===== src/rtl/crcu_pkg.sv =====
`default_nettype none
// ============================================================================
// Module      : crcu_pkg
// Description : Shared constants and types for the CRCU register slice.
// Revision    : 1.0 - initial release
// ============================================================================
package crcu_pkg;

    localparam logic [7:0]  ADDR_RST_CTL  = 8'h00;
    localparam logic [7:0]  ADDR_CLK_CTL  = 8'h04;
    localparam logic [7:0]  ADDR_STATUS   = 8'h08;
    localparam logic [7:0]  ADDR_ID       = 8'h0C;

    localparam int          SW_RST_BIT    = 0;
    localparam int          RST_MODE_LSB  = 1;
    localparam int          RST_MODE_W    = 2;
    localparam int          RST_DUR_LSB   = 3;
    localparam int          RST_DUR_W     = 16;
    localparam int          RST_IE_BIT    = 19;
    localparam int          CLK_DIV_LSB   = 0;
    localparam int          CLK_DIV_W     = 8;
    localparam int          CLK_GATE_BIT  = 8;
    localparam int          ST_ACTIVE_BIT = 0;
    localparam int          ST_DONE_BIT   = 1;

    localparam logic [RST_MODE_W-1:0] RST_MODE_RST = '0;
    localparam logic [CLK_DIV_W-1:0]  CLK_DIV_RST  = 8'h01;
    localparam logic [31:0]           CRCU_ID      = 32'h43524355;

    typedef enum logic [1:0] {
        BUS_IDLE   = 2'd0,
        BUS_SETUP  = 2'd1,
        BUS_ACCESS = 2'd2
    } bus_state_t;

    // Zero is not a legal count downstream; it is promoted to one.
    function automatic logic [15:0] nz16(input logic [15:0] v);
        return (v == 16'd0) ? 16'd1 : v;
    endfunction

    function automatic logic [7:0] nz8(input logic [7:0] v);
        return (v == 8'd0) ? 8'd1 : v;
    endfunction

endpackage
`default_nettype wire


===== src/rtl/crcu_apb_regs_edge_det.sv =====
`default_nettype none
// ============================================================================
// Module      : crcu_edge_det
// Description : Registers a level and emits a registered one-cycle fall pulse.
// Revision    : 1.0 - initial release
// ============================================================================
module crcu_edge_det (
    input  logic CRCU_CLK,
    input  logic CRCU_RST_N,
    input  logic i_sig,
    output logic o_sig_q,
    output logic o_fall
);

    logic r_sig_q;
    logic r_fall;

    always_ff @(posedge CRCU_CLK) begin
        if (!CRCU_RST_N) begin
            r_sig_q <= 1'b0;
            r_fall  <= 1'b0;
        end else begin
            r_sig_q <= i_sig;
            r_fall  <= r_sig_q & ~i_sig;
        end
    end

    assign o_sig_q = r_sig_q;
    assign o_fall  = r_fall;

endmodule
`default_nettype wire


===== src/rtl/crcu_apb_regs.sv =====
`default_nettype none
// ============================================================================
// Module      : crcu_apb_regs
// Description : APB3 control/status register block feeding the reset generator.
// Revision    : 1.0 - initial release
// ============================================================================
module crcu_apb_regs
    import crcu_pkg::*;
#(
    parameter int          WAIT_STATES = 0,
    parameter logic [15:0] DUR_RST     = 16'h0010
) (
    input  logic        CRCU_CLK,
    input  logic        CRCU_RST_N,
    input  logic        PSEL,
    input  logic        PENABLE,
    input  logic        PWRITE,
    input  logic [7:0]  PADDR,
    input  logic [31:0] PWDATA,
    output logic [31:0] PRDATA,
    output logic        PREADY,
    output logic        PSLVERR,
    input  logic        rst_in,
    output logic [31:0] rst_ctl_reg,
    output logic [31:0] clk_ctl_reg,
    output logic        sw_rst_req,
    output logic        irq
);

    localparam logic [3:0] c_WAIT = WAIT_STATES[3:0];

    bus_state_t      r_state;
    logic [3:0]      r_wait_cnt;
    logic            r_pready;
    logic            r_pslverr;
    logic [31:0]     r_prdata;

    logic [RST_MODE_W-1:0] r_rst_mode;
    logic [RST_DUR_W-1:0]  r_rst_dur;
    logic                  r_ie;
    logic [CLK_DIV_W-1:0]  r_clk_div;
    logic                  r_clk_gate;
    logic                  r_rst_done;
    logic                  r_sw_rst;

    logic        w_rst_sync;
    logic        w_rst_fall;
    logic        w_addr_err;
    logic        w_wr_err;
    logic        w_err;
    logic        w_commit;
    logic        w_wr;
    logic [31:0] w_rdata;
    logic        w_unused_pwdata;

    crcu_edge_det u_rst_edge (
        .CRCU_CLK   (CRCU_CLK),
        .CRCU_RST_N (CRCU_RST_N),
        .i_sig      (rst_in),
        .o_sig_q    (w_rst_sync),
        .o_fall     (w_rst_fall)
    );

    assign w_addr_err = (PADDR > ADDR_ID) || (PADDR[1:0] != 2'b00);
    assign w_wr_err   = PWRITE && ((PADDR == ADDR_ID) ||
                                   ((PADDR == ADDR_STATUS) && PWDATA[ST_ACTIVE_BIT]));
    assign w_err      = w_addr_err || w_wr_err;
    assign w_commit   = (r_state == BUS_ACCESS) && r_pready;
    assign w_wr       = w_commit && PWRITE && !w_err;

    always_comb begin
        w_rdata = '0;
        case (PADDR)
            ADDR_RST_CTL: begin
                w_rdata[RST_MODE_LSB +: RST_MODE_W] = r_rst_mode;
                w_rdata[RST_DUR_LSB +: RST_DUR_W]   = r_rst_dur;
                w_rdata[RST_IE_BIT]                 = r_ie;
            end
            ADDR_CLK_CTL: begin
                w_rdata[CLK_DIV_LSB +: CLK_DIV_W] = r_clk_div;
                w_rdata[CLK_GATE_BIT]             = r_clk_gate;
            end
            ADDR_STATUS: begin
                w_rdata[ST_ACTIVE_BIT] = w_rst_sync;
                w_rdata[ST_DONE_BIT]   = r_rst_done;
            end
            ADDR_ID:     w_rdata = CRCU_ID;
            default:     w_rdata = '0;
        endcase
    end

    // Bus handshake: response fields are registered and only non-zero while PREADY is high.
    always_ff @(posedge CRCU_CLK) begin
        if (!CRCU_RST_N) begin
            r_state    <= BUS_IDLE;
            r_wait_cnt <= '0;
            r_pready   <= 1'b0;
            r_pslverr  <= 1'b0;
            r_prdata   <= '0;
        end else begin
            case (r_state)
                BUS_IDLE: begin
                    if (PSEL && !PENABLE)
                        r_state <= BUS_SETUP;
                end
                BUS_SETUP: begin
                    r_state    <= BUS_ACCESS;
                    r_wait_cnt <= '0;
                    if (c_WAIT == 4'd0) begin
                        r_pready  <= 1'b1;
                        r_pslverr <= w_err;
                        r_prdata  <= PWRITE ? 32'd0 : w_rdata;
                    end
                end
                BUS_ACCESS: begin
                    if (r_pready) begin
                        r_pready   <= 1'b0;
                        r_pslverr  <= 1'b0;
                        r_prdata   <= '0;
                        r_wait_cnt <= '0;
                        r_state    <= (PSEL && !PENABLE) ? BUS_SETUP : BUS_IDLE;
                    end else if (!PSEL) begin
                        r_state    <= BUS_IDLE;
                        r_wait_cnt <= '0;
                    end else begin
                        r_wait_cnt <= r_wait_cnt + 4'd1;
                        if (r_wait_cnt + 4'd1 == c_WAIT) begin
                            r_pready  <= 1'b1;
                            r_pslverr <= w_err;
                            r_prdata  <= PWRITE ? 32'd0 : w_rdata;
                        end
                    end
                end
                default: r_state <= BUS_IDLE;
            endcase
        end
    end

    always_ff @(posedge CRCU_CLK) begin
        if (!CRCU_RST_N) begin
            r_rst_mode <= RST_MODE_RST;
            r_rst_dur  <= DUR_RST;
            r_ie       <= 1'b0;
            r_clk_div  <= CLK_DIV_RST;
            r_clk_gate <= 1'b0;
            r_rst_done <= 1'b0;
            r_sw_rst   <= 1'b0;
        end else begin
            r_sw_rst <= 1'b0;
            if (w_wr) begin
                case (PADDR)
                    ADDR_RST_CTL: begin
                        r_sw_rst   <= PWDATA[SW_RST_BIT];
                        r_rst_mode <= PWDATA[RST_MODE_LSB +: RST_MODE_W];
                        r_rst_dur  <= nz16(PWDATA[RST_DUR_LSB +: RST_DUR_W]);
                        r_ie       <= PWDATA[RST_IE_BIT];
                    end
                    ADDR_CLK_CTL: begin
                        r_clk_div  <= nz8(PWDATA[CLK_DIV_LSB +: CLK_DIV_W]);
                        r_clk_gate <= PWDATA[CLK_GATE_BIT];
                    end
                    default: ;
                endcase
            end
            // A completed reset outranks a simultaneous software clear.
            if (w_rst_fall)
                r_rst_done <= 1'b1;
            else if (w_wr && (PADDR == ADDR_STATUS) && PWDATA[ST_DONE_BIT])
                r_rst_done <= 1'b0;
        end
    end

    assign w_unused_pwdata = ^PWDATA[31:20];

    assign PRDATA      = r_prdata;
    assign PREADY      = r_pready;
    assign PSLVERR     = r_pslverr;
    assign rst_ctl_reg = {12'b0, r_ie, r_rst_dur, r_rst_mode, r_sw_rst};
    assign clk_ctl_reg = {23'b0, r_clk_gate, r_clk_div};
    assign sw_rst_req  = r_sw_rst;
    assign irq         = r_rst_done & r_ie;

endmodule
`default_nettype wire


===== config.mk =====
export PLATFORM = sky130hd
export DESIGN_NAME = crcu_apb_regs
export DESIGN_NICKNAME = d
export VERILOG_FILES = /design/src/rtl/crcu_pkg.sv /design/src/rtl/crcu_apb_regs_edge_det.sv /design/src/rtl/crcu_apb_regs.sv
export SDC_FILE = /design/constraint.sdc
export NUM_CORES = 1
export LEC_CHECK = 0
export ABC_AREA = 1
export BUFFER_PORTS_ARGS = -buffer_cell sky130_fd_sc_hd__buf_2
export CORE_MARGIN = 2
export CORE_UTILIZATION = 35
export DETAILED_ROUTE_END_ITERATION = 7
export PLACE_DENSITY = 0.63
export SLEW_MARGIN = 5
export SYNTH_ARGS = -nofsm -noshare
export SYNTH_HDL_FRONTEND = slang
export SYNTH_HIERARCHICAL = 1
export SYNTH_SLANG_ARGS = --single-unit

===== constraint.sdc =====
create_clock -name CRCU_CLK -period 1.6 [get_ports CRCU_CLK]
set_input_delay 0.48 -clock CRCU_CLK [delete_from_list [all_inputs] [get_ports CRCU_CLK]]
set_output_delay 0.48 -clock CRCU_CLK [all_outputs]
set_load 0.005 [all_outputs]

; ---- After elaboration in Yosys (flattened, before gate mapping)
; Cells that the tools add are included.
[op_classes]
add_sub_neg = 1
magnitude_cmp = 1
eq_ne = 9
muxes = 30
bitwise_logic = 3
n_reduce_logical = 26
[op_table]
columns = cell, n
row1 = 32-bit two-way mux, 4
row2 = 32-bit case mux with 2 select lines, 1
row3 = 11-bit case mux with 2 select lines, 1
row4 = 7-bit case mux with 3 select lines, 1
row5 = 8-bit by 4-bit equality test with 1-bit output (second input constant), 2
row6 = 16-bit zero test, 1
row7 = 8-bit zero test, 2
row8 = 16-bit two-way mux, 1
row9 = 11-bit two-way mux, 1
row10 = 1-bit two-way mux, 9
row11 = 8-bit by 3-bit equality test with 1-bit output (second input constant), 1
row12 = 8-bit by 4-bit greater-than comparator with 1-bit output (second input constant), 1
row13 = 1-bit logical AND, 8
row14 = 4-bit two-way mux, 2
row15 = 8-bit two-way mux, 1
row16 = 4-bit case mux with 2 select lines, 1
row17 = 2-bit two-way mux, 3
row18 = 3-bit inequality test (second input constant), 2
row19 = 1-bit case mux with 3 select lines, 2
row20 = 2-bit case mux with 3 select lines, 1
row21 = 2-bit AND reduction, 3
row22 = 3-bit AND reduction, 2
row23 = 2-bit nonzero test, 3
row24 = 4-bit by 1-bit adder with 4-bit output (second input constant), 1
row25 = 11 further kinds, 16
[totals]
reg_bits = 72
input_bits = 46

; ---- Depth between registers and ports, before layout
[depth]
ltp_word = 11
ltp_mapped = 11
depth_no_buf = 10

; ---- By module
; Netlist, hierarchy kept.
[by_module_without_submodules]
columns = module, n_inst, cells_each, area_per_inst_um2, seq_area_each_um2
row1 = crcu_apb_regs, 1, 475, 3194.3, 1181.1
row2 = crcu_edge_det, 1, 6, 57.6, 40.0

; ---- Least setup slack after synthesis
; No wires, ideal clock.
[synth_path]
kind = input to register
start = in PADDR[7]
end = reg r_rst_dur[0]
setup_time_ns = 0.113
arrival_ns = 1.538
required_time_ns = 1.487
slack_ns = -0.051
cell_stages = 10
path_buffers = 2
cell_sequence = nor2_2 > nand3_2 > nor2_4 > nand2_4 > clkinv_2 > nand4_2 > buf_6 > buf_6 > nor2_1 > nor2_1
[synth_between]
elab_chain_len = 8
word_cells_on_any_way = 12
classes_between = order compare (1) / eq/ne (2) / reduce/logical (9)
[synth_rtl]
columns = element, line
row1 = from (decl), crcu_apb_regs.sv:18  ; input logic [7:0] PADDR,
row2 = "parallel branches: the longest is 7 deep, another holds 8-bit by 4-bit greater-than comparator with 1-bit output", -
row3 = 2-bit AND reduction (no source line) *, -
row4 = to (signal assigned), crcu_apb_regs.sv:155  ; r_rst_dur <= nz16(PWDATA[RST_DUR_LSB +: RST_DUR_W]);
row5 = to (decl), crcu_apb_regs.sv:39  ; logic [RST_DUR_W-1:0] r_rst_dur;
; Mark *: on every way between the ends.
; A chain may end at the register's enable or synchronous reset.

; ---- Worst setup path after layout
[layout_path]
start = reg r_state[0]
end = reg r_prdata[14], in the netlist PRDATA[14]
[layout_between]
elab_chain_len = 3
word_cells_on_any_way = 7
classes_between = eq/ne (4) / mux (1) / reduce/logical (2)
[layout_rtl]
columns = element, line
row1 = from (decl), crcu_apb_regs.sv:32  ; bus_state_t r_state;
row2 = from (signal assigned), crcu_apb_regs.sv:121  ; r_state <= (PSEL && !PENABLE) ? BUS_SETUP : BUS_IDLE;
row3 = 2-bit equality test or 2-bit by 1-bit equality test with 1-bit output (tied branches), crcu_apb_regs.sv:101  ; case (r_state)
row4 = "3-bit by 2-bit inequality test with 1-bit output (no source line), or another cell as far along", -
row5 = 3-bit AND reduction (no source line), -
row6 = to (signal assigned), crcu_apb_regs.sv:112  ; r_prdata <= PWRITE ? 32'd0 : w_rdata;
row7 = to (signal assigned), crcu_apb_regs.sv:130  ; r_prdata <= PWRITE ? 32'd0 : w_rdata;
row8 = to (decl), crcu_apb_regs.sv:36  ; logic [31:0] r_prdata;
; Parallel ways exist; a longest one is shown, timed or not.

==> out/results.tsv <==
metric	value	unit
LEAKAGE	2.33	nW
Initial DRC Count	115	
vias in the first global route	2939	
most instantiated cells after synthesis	nor2_1, nand2_1, dfxtp_1	
library cells used by synthesis	30	
First-pass DRT Iterations	4	
Die Span Y	100	um
type of element launching the critical path	register	
first-pass GRT wire length	13.4	mm
top-area cell type share of the netlist area	0.376	
max-cap violations	0	
Worst Path Max Fanout	12	
Slew Limit Fails	0	
area occupied by multi-input gates	0.00158	mm2
CTS Hold Bufs	0	
WL/cell	12.0	um
Clk pin slew, worst setup/hold paths	0.07	ns
Syn Std Cell Area	0.00325	mm2
dominant cells by area after synthesis	dfxtp_1, nor2_1, buf_4	
Worst VDD drop	497	uV
PwrDens	1060	mW/mm2
Fill cells	935	
CP delay by family, top	buffers and inverters	
share of flip-flops with an asynchronous set or reset	0	
crit-path cells	inv_2 > buf_4 > ha_4 > inv_1 > a21oi_2 > buf_4 > o21ai_0 > a21oi_1	
diodes inserted	0	
final hold vios	0	
clock sink count	61	
vias per std cell	4.44	
RSZ-0062 raised after global routing	yes	
GPL Wtd Cong	0.910	
CP Data Required Time	1.87	ns
met1 Use GR	0.218	
Post-synth EDFFs	0	
Synth Flop Type	dfxtp_1	
GR Util met3	0.0397	
Final WS setup	0.0830	ns
yosys warns	6	
buffer and inverter count on the worst path	4	
DIE AREA	0.0101	mm2
Post-DRT Antenna Nets	0	
worst-margin pin slew	0.504	ns
DRC	0	
Hold Crit Class	in2reg	
WL final	8.68	mm
via count	3213	
area leader, netlist	dfxtp_1	
I/O pins	146	
core area	0.00911	mm2
Crit path largest cell delay	0.35	ns
run status	complete, no violations	
CTS tree	yes	
Clock H-tree levels	3	
GRT Total Usage	0.168	
Final setup viols	0	
synthesized flop and latch total	61	
CP Capture Type	register	
port bufs	91	
die span in x	100	um
fin nets	658	
post-DP HPWL	6.58	mm
post-route minimum period	1.52	ns
Max-slew headroom	0.661	
initial antenna violation count	0	
sequential cell area	0.00122	mm2
gr ovfl total	0	
Fmax achieved	0.659	GHz
total CTS buffers	9	
Post-Syn Area per Cell	6.76	um2
worst skew pair latency	0.34	ns
share of cells above drive strength 1	0.299	
busiest layer in global routing	met2	
CTS Buffer Depth	2	
register area share after synthesis	0.376	
clk_skew	0.00606	ns
Initial Utilization	0.357	
period utilization	0.948	
Crit path top cell by count	buf_4	
Hold Worst Slack	0.304	ns
largest net degree at the start of global routing	25	
Finished Core Util	0.466	
setup slack at placement	-0.171	ns
area growth from synthesis to layout	30.6	%
cell count after synthesis	481	
Core Rows	35	
WS Path Type	reg2reg	
Root Driver	clkbuf_8	
CP max stage cell	dfxtp_1	
met2 usage	0.266	
top-count cell post-synth	nor2_1	
Arr. time, crit path	1.79	ns
==> cell families (layout without fill, tap and decap cells) <==
group	after synthesis	count (layout)	share of synthesized area
buf+inv	123	213	0.211
other cells	1	42	0.00115
simple gates	243	243	0.313
fa+ha+maj	5	5	0.0192
compound gates	47	47	0.0770
flops	61	61	0.376
xor+xnor	1	1	0.00269
==> layout make-up <==
type                    instances  area share
multi-input cells             338       0.372
repair buffers                138       0.212
well taps                     111      0.0327
clock buffers                  12      0.0365
inverters                      59      0.0533
clock inverters                 4     0.00530
flip-flops and latches         61       0.288
==> path summary, 6_finish.rpt <==
kind / startpoint / end / slack (ns) / cells past startpoint
worst max-delay path: r_state[0] / PRDATA[14] / 0.08 / 8
worst max register to register: r_state[0] / PRDATA[14] / 0.08 / 8
worst min-delay path: rst_in / u_rst_edge/o_fall / 0.30 / 2
worst min register to register: u_rst_edge/o_fall / r_rst_done / 0.45 / 2
==> stage by stage <==
step	TNS (ns)	instance area (um2)	instances	power, mW
global route	-0.0998	4250	723	4.84
CTS	0	4070	715	4.38
finish	0	4250	723	4.52
detailed placement	-5.57	3890	699	3.14
global placement	-4.62	3890	699	3.11
floorplan	-0.467	3430	522	2.66
==> power breakdown <==
group	internal (mW)	total, mW	switching (mW)	leakage (nW)
clock network	0.638	1.23	0.594	0.0921
registers	1.66	1.76	0.0977	0.496
logic	0.653	1.53	0.880	1.74
total	2.95	4.52	1.57	2.33
==> sequential cells by signal, indices dropped and copies added (netlist names) <==
signal / flops
r_rst_mode: 2
r_clk_gate: 1
r_state: 2
r_clk_div: 8
r_rst_dur: 16
u_rst_edge/o_fall: 1
PRDATA: 21
r_wait_cnt: 4
r_rst_done: 1
PSLVERR: 1
u_rst_edge/o_sig_q: 1
sw_rst_req: 1
PREADY: 1
r_ie: 1
==> cell usage in the layout, fill, tap and decap left out, types with 2 or more instances in the layout <==
cell,n
a21oi_2,3
nand2_2,4
nor3_1,10
ha_4,2
clkbuf_8,11
clkbuf_16,3
inv_1,57
conb_1,42
nand2_1,93
nor4_1,3
buf_2,92
ha_1,3
nand3_1,14
dfxtp_1,58
a21oi_1,28
nand4_1,4
nor2_4,4
dfxtp_2,3
clkinv_2,3
buf_4,39
o21ai_0,12
nand3_2,2
nor2_2,6
buf_12,3
nor2_1,99
==> metal layers <==
metal,vias up,part of all wire
li1,1641,-
met1,1448,0.45
met2,103,0.46
met3,21,0.061
met4,0,0.024
met5,-,0
==> repair_timing <==
action                     in CTS  in global routing
setup buffers                   0                  4
gates resized for setup         2                 19
gates cloned                    0                  4
pin swaps                       0                  3
setup endpoints to repair       9                 49
(Power assumes the default switching activity.)
